===== src/rtl/datapath_if.sv =====
// rtl/datapath_if.sv - control, memory-data and bus signals of the single-bus datapath slice
interface datapath_if;
  logic [31:0] MData_In;
  logic        Read;
  logic        MDR_In;
  logic        MAR_In;
  logic        PC_In;
  logic        IR_In;
  logic        Y_In;
  logic        Z_In;
  logic        R2_In;
  logic        R5_In;
  logic        MDR_Out;
  logic        PC_Out;
  logic        ZLO_Out;
  logic        R2_Out;
  logic        IncPC;
  logic [4:0]  CONTROL;
  logic [31:0] BusMux_Out;

  // master: the control-step sequencer; slave: the datapath
  modport master (
    output MData_In, Read,
    output MDR_In, MAR_In, PC_In, IR_In, Y_In, Z_In, R2_In, R5_In,
    output MDR_Out, PC_Out, ZLO_Out, R2_Out,
    output IncPC, CONTROL,
    input  BusMux_Out
  );

  modport slave (
    input  MData_In, Read,
    input  MDR_In, MAR_In, PC_In, IR_In, Y_In, Z_In, R2_In, R5_In,
    input  MDR_Out, PC_Out, ZLO_Out, R2_Out,
    input  IncPC, CONTROL,
    output BusMux_Out
  );
endinterface


===== src/rtl/datapath.sv =====
// rtl/datapath.sv - single-bus 32-bit datapath: PC/IR/MAR/MDR/Y/Z/R2/R5 fed from one bus, ALU Y op bus into Z
module datapath (
  input  logic      Clock,
  input  logic      Clear,
  datapath_if.slave bus_if
);

  typedef enum logic [4:0] {
    OP_ADD  = 5'b00000,
    OP_SUB  = 5'b00001,
    OP_AND  = 5'b00010,
    OP_OR   = 5'b00011,
    OP_SHR  = 5'b00100,
    OP_SHL  = 5'b00101,
    OP_SHRA = 5'b00110,
    OP_ROR  = 5'b00111,
    OP_ROL  = 5'b01000,
    OP_NEG  = 5'b01001,
    OP_NOT  = 5'b01010
  } alu_op_e;

  logic [31:0] pc_q,  pc_d;
  logic [31:0] ir_q,  ir_d;
  logic [31:0] mar_q, mar_d;
  logic [31:0] mdr_q, mdr_d;
  logic [31:0] y_q,   y_d;
  logic [31:0] z_q,   z_d;
  logic [31:0] r2_q,  r2_d;
  logic [31:0] r5_q,  r5_d;

  logic [31:0] bus;
  logic [31:0] alu_a;
  logic [31:0] alu_b;
  logic [4:0]  sh_amt;
  logic [5:0]  sh_inv;
  logic [31:0] alu_res;

  // Fixed-priority bus source; no request leaves the bus at zero
  always_comb begin
    bus = 32'h0;
    if (bus_if.ZLO_Out)
      bus = z_q;
    else if (bus_if.MDR_Out)
      bus = mdr_q;
    else if (bus_if.PC_Out)
      bus = pc_q;
    else if (bus_if.R2_Out)
      bus = r2_q;
  end

  assign bus_if.BusMux_Out = bus;

  // Rotates use a complementary shift; sh_amt = 0 gives a 32-bit shift, which yields 0
  always_comb begin
    alu_a   = y_q;
    alu_b   = bus;
    sh_amt  = alu_b[4:0];
    sh_inv  = 6'd32 - {1'b0, sh_amt};
    alu_res = alu_b;
    if (bus_if.IncPC) begin
      alu_res = alu_b + 32'd1;
    end else begin
      case (bus_if.CONTROL)
        OP_ADD:  alu_res = alu_a + alu_b;
        OP_SUB:  alu_res = alu_a - alu_b;
        OP_AND:  alu_res = alu_a & alu_b;
        OP_OR:   alu_res = alu_a | alu_b;
        OP_SHR:  alu_res = alu_a >> sh_amt;
        OP_SHL:  alu_res = alu_a << sh_amt;
        OP_SHRA: alu_res = $unsigned($signed(alu_a) >>> sh_amt);
        OP_ROR:  alu_res = (alu_a >> sh_amt) | (alu_a << sh_inv);
        OP_ROL:  alu_res = (alu_a << sh_amt) | (alu_a >> sh_inv);
        OP_NEG:  alu_res = 32'd0 - alu_b;
        OP_NOT:  alu_res = ~alu_b;
        default: alu_res = alu_b;
      endcase
    end
  end

  always_comb begin
    pc_d  = pc_q;
    ir_d  = ir_q;
    mar_d = mar_q;
    mdr_d = mdr_q;
    y_d   = y_q;
    z_d   = z_q;
    r2_d  = r2_q;
    r5_d  = r5_q;
    if (bus_if.PC_In)  pc_d  = bus;
    if (bus_if.IR_In)  ir_d  = bus;
    if (bus_if.MAR_In) mar_d = bus;
    if (bus_if.MDR_In) mdr_d = bus_if.Read ? bus_if.MData_In : bus;
    if (bus_if.Y_In)   y_d   = bus;
    if (bus_if.Z_In)   z_d   = alu_res;
    if (bus_if.R2_In)  r2_d  = bus;
    if (bus_if.R5_In)  r5_d  = bus;
  end

  always_ff @(posedge Clock) begin
    if (Clear) begin
      pc_q  <= 32'h0;
      ir_q  <= 32'h0;
      mar_q <= 32'h0;
      mdr_q <= 32'h0;
      y_q   <= 32'h0;
      z_q   <= 32'h0;
      r2_q  <= 32'h0;
      r5_q  <= 32'h0;
    end else begin
      pc_q  <= pc_d;
      ir_q  <= ir_d;
      mar_q <= mar_d;
      mdr_q <= mdr_d;
      y_q   <= y_d;
      z_q   <= z_d;
      r2_q  <= r2_d;
      r5_q  <= r5_d;
    end
  end

endmodule


===== src/flat_wrapper.sv =====
// flat-port wrapper written by rule: the top's interface ports become plain ports
module datapath_flat 
  (Clock, Clear, bus_if_MData_In, bus_if_Read, bus_if_MDR_In, bus_if_MAR_In, bus_if_PC_In, bus_if_IR_In, bus_if_Y_In, bus_if_Z_In, bus_if_R2_In, bus_if_R5_In, bus_if_MDR_Out, bus_if_PC_Out, bus_if_ZLO_Out, bus_if_R2_Out, bus_if_IncPC, bus_if_CONTROL, bus_if_BusMux_Out);
  datapath_if bus_if_i ();
  input  logic Clock;
  input  logic Clear;
  input wire logic [$bits(bus_if_i.MData_In)-1:0] bus_if_MData_In;
  input wire logic [$bits(bus_if_i.Read)-1:0] bus_if_Read;
  input wire logic [$bits(bus_if_i.MDR_In)-1:0] bus_if_MDR_In;
  input wire logic [$bits(bus_if_i.MAR_In)-1:0] bus_if_MAR_In;
  input wire logic [$bits(bus_if_i.PC_In)-1:0] bus_if_PC_In;
  input wire logic [$bits(bus_if_i.IR_In)-1:0] bus_if_IR_In;
  input wire logic [$bits(bus_if_i.Y_In)-1:0] bus_if_Y_In;
  input wire logic [$bits(bus_if_i.Z_In)-1:0] bus_if_Z_In;
  input wire logic [$bits(bus_if_i.R2_In)-1:0] bus_if_R2_In;
  input wire logic [$bits(bus_if_i.R5_In)-1:0] bus_if_R5_In;
  input wire logic [$bits(bus_if_i.MDR_Out)-1:0] bus_if_MDR_Out;
  input wire logic [$bits(bus_if_i.PC_Out)-1:0] bus_if_PC_Out;
  input wire logic [$bits(bus_if_i.ZLO_Out)-1:0] bus_if_ZLO_Out;
  input wire logic [$bits(bus_if_i.R2_Out)-1:0] bus_if_R2_Out;
  input wire logic [$bits(bus_if_i.IncPC)-1:0] bus_if_IncPC;
  input wire logic [$bits(bus_if_i.CONTROL)-1:0] bus_if_CONTROL;
  output wire logic [$bits(bus_if_i.BusMux_Out)-1:0] bus_if_BusMux_Out;
  assign bus_if_i.MData_In = bus_if_MData_In;
  assign bus_if_i.Read = bus_if_Read;
  assign bus_if_i.MDR_In = bus_if_MDR_In;
  assign bus_if_i.MAR_In = bus_if_MAR_In;
  assign bus_if_i.PC_In = bus_if_PC_In;
  assign bus_if_i.IR_In = bus_if_IR_In;
  assign bus_if_i.Y_In = bus_if_Y_In;
  assign bus_if_i.Z_In = bus_if_Z_In;
  assign bus_if_i.R2_In = bus_if_R2_In;
  assign bus_if_i.R5_In = bus_if_R5_In;
  assign bus_if_i.MDR_Out = bus_if_MDR_Out;
  assign bus_if_i.PC_Out = bus_if_PC_Out;
  assign bus_if_i.ZLO_Out = bus_if_ZLO_Out;
  assign bus_if_i.R2_Out = bus_if_R2_Out;
  assign bus_if_i.IncPC = bus_if_IncPC;
  assign bus_if_i.CONTROL = bus_if_CONTROL;
  assign bus_if_BusMux_Out = bus_if_i.BusMux_Out;
  datapath u_core (.Clock(Clock), .Clear(Clear), .bus_if(bus_if_i));
endmodule

===== config.mk =====
export PLATFORM = sky130hd
export DESIGN_NAME = datapath_flat
export DESIGN_NICKNAME = d
export VERILOG_FILES = /design/src/rtl/datapath_if.sv /design/src/rtl/datapath.sv /design/src/flat_wrapper.sv
export SDC_FILE = /design/constraint.sdc
export NUM_CORES = 1
export LEC_CHECK = 0
export ABC_AREA = 1
export BUFFER_PORTS_ARGS = -buffer_cell sky130_fd_sc_hd__buf_2
export CAP_MARGIN = 20
export CORE_MARGIN = 1
export CORE_UTILIZATION = 25
export CTS_BUF_LIST = sky130_fd_sc_hd__clkbuf_4 sky130_fd_sc_hd__clkbuf_8 sky130_fd_sc_hd__clkbuf_16
export CTS_CLUSTER_DIAMETER = 40
export DETAILED_ROUTE_END_ITERATION = 8
export PLACE_DENSITY_LB_ADDON = 0.05
export SLEW_MARGIN = 20
export SYNTH_ARGS = -nofsm -noshare
export SYNTH_HDL_FRONTEND = slang
export SYNTH_SLANG_ARGS = --single-unit
export TNS_END_PERCENT = 5

===== constraint.sdc =====
create_clock -name Clock -period 5.25 [get_ports Clock]
set_clock_uncertainty 0.05 [all_clocks]
set_input_delay 1.3125 -clock Clock [delete_from_list [all_inputs] [get_ports Clock]]
set_output_delay 1.3125 -clock Clock [all_outputs]
set_load 0.02 [all_outputs]

# After elaboration in Yosys (flattened, before gate mapping)
# Cells that the tools add are included.
# totals
regBits,160
elab_cells,38
# op_classes
n_addsub,5
eq_ne,10
n_shift,5
muxes,7
bitwise,5
reduce_logical,1
# ops
op,n
32-bit one-hot mux with 11 select lines,1
32-bit 2-to-1 mux,6
32-bit bitwise OR,3
32-bit by 1-bit adder with 32-bit output (second input constant),1
32-bit adder,1
32-bit AND,1
32-bit inverter,1
32-bit by 5-bit left shift with 32-bit output,1
32-bit by 6-bit left shift with 32-bit output,1
32-bit by 5-bit right shift with 32-bit output,1
32-bit by 6-bit right shift with 32-bit output,1
32-bit by 5-bit >>> shifter with 32-bit output,1
1-bit by 32-bit subtractor with 32-bit output (first input constant),1
32-bit subtractor,1
5-bit by 3-bit equality test with 1-bit output (second input constant),4
5-bit by 4-bit equality test with 1-bit output (second input constant),3
5-bit by 2-bit equality test with 1-bit output (second input constant),2
6-bit by 5-bit subtractor with 6-bit output (first input constant),1
5-bit by 1-bit equality test with 1-bit output (second input constant),1
5-bit logical NOT,1

# Longest topological paths before layout
# Gate-level depths: netlist of run 1.
# logic_depth
depth_word,9
mapped_depth,29

# Worst setup path after synthesis of run 1
# OpenSTA, ideal clock, no wires.
# synth_path
path_kind,input -> register
from,input bus_if_PC_Out
to,register u_core.z_q[27]
setup_ns,0.120
t_arrival_ns,4.279
required_time_ns,5.080
setup_slack_ns,0.802
stages,23
n_path_buf,5
path_cell_list,buf_6 -> inv_2 -> buf_6 -> nand3_1 -> nand2_1 -> nand2_1 -> nand2_1 -> inv_2 -> buf_6 -> clkbuf_1 -> clkbuf_1 -> ha_1 -> a21oi_1 -> inv_1 -> a21oi_1 -> o21ai_0 -> nand2_1 -> nand3_1 -> a21oi_1 -> xor2_1 -> nor2_1 -> o21bai_1 -> a21oi_1
# synth_between
elab_chain_len,8
word_cells_on_any_way,20
# synth_rtl
item,line_no,rtl
from (decl),flat_wrapper.sv:18,input wire logic [$bits(bus_if_i.PC_Out)-1:0] bus_if_PC_Out;
32-bit 2-to-1 mux (*),datapath.sv:45,else if (bus_if.PC_Out)
32-bit 2-to-1 mux (*),datapath.sv:43,else if (bus_if.MDR_Out)
32-bit 2-to-1 mux (*),datapath.sv:41,if (bus_if.ZLO_Out)
6-bit by 5-bit subtractor with 6-bit output,datapath.sv:58,"sh_inv = 6'd32 - {1'b0, sh_amt};"
32-bit by 6-bit right shift with 32-bit output / 32-bit by 6-bit left shift with 32-bit output (equally long branches),"datapath.sv:72, datapath.sv:71",
"32-bit bitwise OR, on equally long branches","datapath.sv:72, datapath.sv:71",
32-bit one-hot mux with 11 select lines,datapath.sv:63,case (bus_if.CONTROL)
32-bit 2-to-1 mux (*),datapath.sv:60,if (bus_if.IncPC) begin
to (signal assigned),datapath.sv:115,z_q <= z_d;
to (decl),datapath.sv:27,"logic [31:0] z_q, z_d;"
# Every way passes the cells marked *; elsewhere a longest branch is shown, timed or not.
# A chain may end at the register's enable or synchronous reset.

# Worst setup path after layout of run 1
# layout_path
from,input bus_if_MDR_Out
to,register u_core.z_q[24]
# layout_between
elab_chain_len,7
word_cells_on_any_way,19
# layout_rtl
item,line_no,rtl
from (decl),flat_wrapper.sv:17,input wire logic [$bits(bus_if_i.MDR_Out)-1:0] bus_if_MDR_Out;
32-bit 2-to-1 mux (*),datapath.sv:43,
32-bit 2-to-1 mux (*),datapath.sv:41,
6-bit by 5-bit subtractor with 6-bit output,datapath.sv:58,
32-bit by 6-bit right shift with 32-bit output / 32-bit by 6-bit left shift with 32-bit output (equally long branches),"datapath.sv:72, datapath.sv:71",
"32-bit bitwise OR, on equally long branches","datapath.sv:72, datapath.sv:71",
32-bit one-hot mux with 11 select lines,datapath.sv:63,
32-bit 2-to-1 mux (*),datapath.sv:60,
# Marks and branches as above.

==> qor.txt, run 1 <==
Worst path slowest cell: o21ai_0
Cell Area, Synth: 0.0214 sq mm
final-report setup violation count: 0
PortBufs: 81
Setup crit start: bus_if_MDR_Out
Yosys Warn Count: 0
hold buffer count at CTS: 0
Synth Area in Compound Gates: 23.1%
area delta synth->final: 18.0%
Power Density: 264 mW/mm^2
reg2reg start: u_core.mdr_q[5]
Starting Density: 25.4%
Worst Path Required: 5560 ps
worst slack, placed: -70.4 ps
Routed Antenna Nets: 0
grt total ovfl: 0
WP data arrival: 5230 ps
hold_ws: 420 ps
Finished Layout Cells: 5154
Critical Path Fanout Max: 16
DIE AREA: 0.0867 sq mm
via count: 27637
clk_lat worst skew: 490 ps
remaining routing DRC violations: 0
final wirelength: 135 mm
maximum vdd drop: 0.253 mV
Final #Nets: 4159
Max Fclk: 203 MHz
drt first pass iters: 5
Multi-input gate area: 0.0157 sq mm
worst hold path type: reg -> reg
Worst Min Path Start: u_core.mdr_q[16]
part of the cycle the worst path needs: 93.7%
CP dominant cell by count: buf_4
Gate Count Post-Synth: 3813
Max Cap Viol: 0
initial antenna violation count: 6
RePlAce Congestion: 1.01
ys async rst share: 0%
root buffer cell: clkbuf_16
Simple-Gate Fraction of Synth Area: 43.1%
Synth Area in Adders: 5.98%
core area: 0.0841 sq mm
Synth Register Bits: 160
overall power: 0.00667 W
GRT Overall Usage: 30.5%
Synth top area share: 17.1%
Via density: 5.36
pin count of the biggest net entering global routing: 71
final HPWL from detailed placement: 105 mm
Crit Path Class: in -> reg
post-synthesis mux area share: 0%
main combinational cell family by area after synthesis: simple AND/OR/NAND/NOR gates
clk slew on worst S/H paths: 80 ps
Fill cells: 9898
CTS tree: done
first-pass GRT wire length: 191 mm
placed insts: 5120
die width: 294 um
I/O pin cnt: 85
Synth area leaders: nand2_1 (17%), nand3_1 (15%), dfxtp_1 (15%)
Worst Tran Pin Value: 922 ps
slowest stage delay, CP: 490 ps
number of setup buffers added after CTS: 0
commonest non-fill, non-tap cell in the layout: nand2_1
vias in the first global route: 25691
syn_nets: 3967
final hold violation count: 0
CP startpoint kind: primary input
Wirelength per Cell: 26.1 um
Syn Area/Cell: 5.60 sq um
Cell Chain, Critical Path: buf_2 -> inv_2 -> buf_12 -> buf_4 -> o211ai_1 -> o21ai_2 -> inv_1 -> ha_1 -> buf_4 -> a21oi_1 -> nor2_1 -> nor2_1 -> o21ai_0 -> buf_4 -> nand3_1 -> o2111ai_1 -> o21ai_0 -> buf_4 -> nand3_1 -> nor2_1 -> nand2_1 -> nand2_1 -> a21oi_1
die height: 294 um
RSZ-0062 raised after global routing: false
xor/xnor share of the synthesized area: 1.11%
Final Critical Period: 4920 ps
Synth Flop Type: dfxtp_1
share of layout cells above drive strength 1: 14.0%
Final Max Slew Viols: 0
Yosys top cell by area: nand2_1
setup TNS: 0 ps
FF/Latch Area: 0.00320 sq mm
Resized Gates After CTS: 0
crit end category: flip-flop
drt initial violations: 2750
Slew headroom: 38.6%
sequential-to-total area share from yosys stat: 15.0%
commonest cells after routing, fill and taps aside: nand2_1 (974), nand3_1 (652), inv_1 (329)
FP Rows: 106
static leakage: 11.9 nW
clk sink count: 160
post-synth cell types: 65
total CTS buffers: 17
Max clock buf depth: 2
status: complete, no violations
H-tree lvl count: 4
number of flops mapped to enable cells by yosys: 0
worst setup margin: 332 ps
worst paths after layout:
check	to	slack, ps	cells past startpoint
max reg2reg	u_core.z_q[24]	1270	19
min	u_core.mdr_q[16]	420	2
min reg2reg	u_core.mdr_q[16]	420	2
max	u_core.z_q[24]	330	23
area by class of cell:
cell class / count / area share (%)
Multi-Input combinational cell: 3075 / 62.2
Sequential cell: 160 / 12.7
Timing Repair Buffer: 393 / 11.8
Tap cell: 1134 / 5.63
Inverter: 358 / 5.35
Clock buffer: 19 / 1.77
Clock inverter: 13 / 0.546
Antenna cell: 2 / 0.0198
kinds of logic (layout without fill, tap and decap cells):
kind of cell | after synthesis | after routing
compound gates | 877 | 877
xor+xnor | 27 | 27
fa+ha+maj | 101 | 101
buf+inv | 578 | 783
flops | 160 | 160
other cells | 0 | 2
simple gates | 2070 | 2070
critical path, delay by kind of cell:
family / cells / cell delay [ps]
adder cells (fa/ha/maj): 1 / 310
buffers and inverters: 8 / 1270
AND/OR/NAND/NOR: 7 / 760
AO/OA/AOI/OAI: 7 / 1540
flip-flops by register name (all words and copies together) (netlist names):
name          count
u_core.r2_q      32
u_core.z_q       32
u_core.pc_q      32
u_core.mdr_q     32
u_core.alu_a     32
where the power goes:
group	leakage, nW	internal (W)	switching [W]
Combinational	10.3	0.00118	0.00278
Clock	0.283	0.000688	0.000659
Sequential	1.32	0.00130	0.0000534
metrics by stage:
stage                     util (%)  instance area [sq um]
after floorplan                  -                  21400
after CTS                     30.0                  25200
after global placement        29.3                  24600
after global routing          30.0                  25200
final                         30.0                  25200
after detailed placement      29.3                  24600
cells in the mapped netlist (14+ instances only):
cell type and number:
nand2_1 976, nand3_1 652, inv_1 330, a21oi_1 315, o21ai_0 308, nor2_1 258, dfxtp_1 160, ha_1 99
clkbuf_1 98, o211ai_1 88, buf_2 61, o21ai_1 51, nand4_1 49, nor3_1 31, nand2_2 27, xor2_1 24
buf_6 23, buf_4 21, inv_2 18, o21ai_2 18, a211oi_1 16, buf_1 16, o22ai_1 14
metal layers:
metal | track usage [%] | part of all wire (%) | vias up
met5 | 0 | 0.034 | -
met4 | 11.5 | 4.0 | 8
met3 | 5.08 | 6.4 | 174
met2 | 47.3 | 44 | 1013
met1 | 41.9 | 46 | 13147
li1 | - | - | 13295
(Power assumes the default switching activity.)
==> inputs of run 2 (changes only) <==
--- a/config.mk
+++ b/config.mk
@@ -6,14 +6,15 @@
 export NUM_CORES = 1
 export LEC_CHECK = 0
 export ABC_AREA = 1
-export BUFFER_PORTS_ARGS = -buffer_cell sky130_fd_sc_hd__buf_2
 export CAP_MARGIN = 20
 export CORE_MARGIN = 1
-export CORE_UTILIZATION = 25
+export CORE_UTILIZATION = 40
 export CTS_BUF_LIST = sky130_fd_sc_hd__clkbuf_4 sky130_fd_sc_hd__clkbuf_8 sky130_fd_sc_hd__clkbuf_16
 export CTS_CLUSTER_DIAMETER = 40
 export DETAILED_ROUTE_END_ITERATION = 8
+export DONT_BUFFER_PORTS = 1
 export PLACE_DENSITY_LB_ADDON = 0.05
+export SETUP_SLACK_MARGIN = 0.1
 export SLEW_MARGIN = 20
 export SYNTH_ARGS = -nofsm -noshare
 export SYNTH_HDL_FRONTEND = slang
==> run 2 against run 1 <==
Final area down 8.5%. Sequential cell count unchanged. Power down 4.2%. Core utilization up 14 points. Final cell count down 13%. Fmax down 0.84%. Sequential share of layout area up 1.2 points. Non-clock buffer count down 237. Critical path depth down 3. Clock power about the same. Routed wire length down 9.1%. Combinational power down 7.8%. Critical path type unchanged.
==> qor.txt, run 2 (synthesis results as in run 1) <==
Max Cap Viol: 0 (unchanged)
part of the cycle the worst path needs: 94.5% (+0.79 points)
final-report setup violation count: 0 (unchanged)
CTS tree: done
Power Density: 277 mW/mm^2 (+4.7%)
Worst Tran Pin Value: 1230 ps (+309 ps)
clk slew on worst S/H paths: 80 ps (about the same)
crit end category: flip-flop
root buffer cell: clkbuf_16
Max Fclk: 202 MHz (-0.84%)
R2R cell count: 17 (-2)
hold worst-path end: u_core.mdr_q[16]
H-tree lvl count: 4 (unchanged)
FF/Latch Area: 0.00320 sq mm (unchanged)
initial antenna violation count: 7 (+1)
FP Rows: 84 (-21%)
Critical Path Fanout Max: 18 (+2)
setup TNS: 0 ps (unchanged)
overall power: 0.00639 W (-4.2%)
via count: 28177 (+2.0%)
CP startpoint kind: primary input
drt initial violations: 4331 (+57%)
commonest cells after routing, fill and taps aside: nand2_1 (974), nand3_1 (652), inv_1 (328)
finished layout cell area: 0.0231 sq mm (-8.5%)
RSZ-0062 raised after global routing: false
hold buffer count at CTS: 0 (unchanged)
hold depth: 2 (unchanged)
Crit Path Class: in -> reg
DP Area: 0.0224 sq mm (-8.9%)
maximum vdd drop: 0.320 mV (+27%)
reg2reg start: u_core.z_q[2]
final hold violation count: 0 (unchanged)
clk_lat worst skew: 470 ps (-20 ps)
Routed Antenna Nets: 0 (unchanged)
Resized Gates After CTS: 0 (unchanged)
worst hold path type: reg -> reg
Reg power frac: 21.3% (+0.9 points)
number of setup buffers added after CTS: 0 (unchanged)
hold_ws: 412 ps (-8.19 ps)
Wirelength per Cell: 27.4 um (+4.7%)
Fill cells: 5861 (-41%)
GRT Overall Usage: 43.9% (+13 points)
Worst Path Required: 5550 ps (about the same)
Multi-input gate area: 0.0157 sq mm (about the same)
internal power: 0.00298 W (-6.1%)
worst slack, placed: 96.2 ps (+167 ps)
Starting Density: 40.6% (+15 points)
DIE AREA: 0.0544 sq mm (-37%)
remaining routing DRC violations: 0 (unchanged)
static leakage: 10.8 nW (-9.1%)
I/O pin cnt: 85 (unchanged)
Worst Min Path Start: u_core.mdr_q[16]
worst r2r dst: u_core.z_q[5]
clk sink count: 160 (unchanged)
drt first pass iters: 9 (+4)
final HPWL from detailed placement: 93.7 mm (-11%)
vias in the first global route: 24970 (-2.8%)
worst setup margin: 290 ps (-41.5 ps)
Slew headroom: 17.4% (-21 points)
core area: 0.0527 sq mm (-37%)
pin count of the biggest net entering global routing: 72 (+1.4%)
die height: 233 um (-21%)
area delta synth->final: 8.00%
RePlAce Congestion: 1.05 (+4.0%)
total CTS buffers: 17 (unchanged)
flop2flop setup slack: 1160 ps (-110 ps)
Sw Share: 53.4% (+0.95 points)
grt total ovfl: 0 (unchanged)
PortBufs: 0 (-100%)
share of layout cells above drive strength 1: 8.65% (-5.3 points)
commonest non-fill, non-tap cell in the layout: nand2_1
die width: 233 um (-21%)
switching pwr: 0.00341 W (-2.4%)
Via density: 6.30 (+18%)
Final Critical Period: 4960 ps (+41.5 ps)
WP data arrival: 5260 ps (+30 ps)
first-pass GRT wire length: 173 mm (-9.3%)
clock share of power: 21.6% (+1.4 points)
Final Max Slew Viols: 0 (unchanged)
status: complete, no violations
combinational group share of total power: 57.2% (-2.2 points)
Final #Nets: 3922 (-5.7%)
Max clock buf depth: 2 (unchanged)
final wirelength: 122 mm (-9.1%)
run 2: stage by stage:
stage	instances	utilization [%]
finish	4471	43.8
global route	4469	43.8
CTS	4469	43.8
detailed placement	4437	42.6
global placement	4437	42.6
floorplan	3813	-
run 2: critical path, stage by stage:
cell and delay [ps]:
inv_2 310, buf_4 250, o21ai_0 80, o21ai_1 250
o21ai_2 100, inv_1 290, ha_1 350, a21oi_1 200
a21boi_0 350, nand2_1 130, nand2_1 70, nand3_1 150
nor2_1 130, o21ai_0 200, nor2_1 360, nand2_1 100
nor2_1 120, nand3_1 200, nand2_1 170, a21oi_1 80
run 2: area by class of cell:
| cell class | count | area share (%) |
|---|---|---|
| diodes | 2 | 0.0217 |
| clock buffers | 17 | 1.84 |
| inverters | 358 | 5.85 |
| repair buffers | 156 | 5.78 |
| well taps | 688 | 3.73 |
| flip-flops and latches | 160 | 13.9 |
| multi-input cells | 3075 | 68.0 |
| clock inverters | 15 | 0.927 |
run 2: layer usage:
layer  up-vias  global-route usage, %  routed length (um)
li1      12819                      -                   -
met1     13212                   58.3               50100
met2      1812                   65.9               51500
met3       330                   9.05               12800
met4         4                   24.2                7970
met5         -                      0                  56
run 2: worst max path at each step:
stage	start	end	depth (start not counted)
after detailed placement	bus_if_PC_Out	u_core.z_q[25]	19
after global placement	bus_if_PC_Out	u_core.z_q[31]	19
after floorplan	bus_if_PC_Out	u_core.z_q[27]	23
final	bus_if_PC_Out	u_core.z_q[19]	20
after global routing	bus_if_PC_Out	u_core.z_q[11]	20
after CTS	bus_if_PC_Out	u_core.z_q[25]	19
run 2: power by group through the flow:
stage,Clock (W),Sequential (W),Combinational [W]
after global placement,0,0.00138,0.00348
after floorplan,0,0.00137,0.00228
final,0.00138,0.00136,0.00365
after global routing,0.00142,0.00137,0.00387
after CTS,0.00138,0.00136,0.00350
after detailed placement,0,0.00138,0.00349
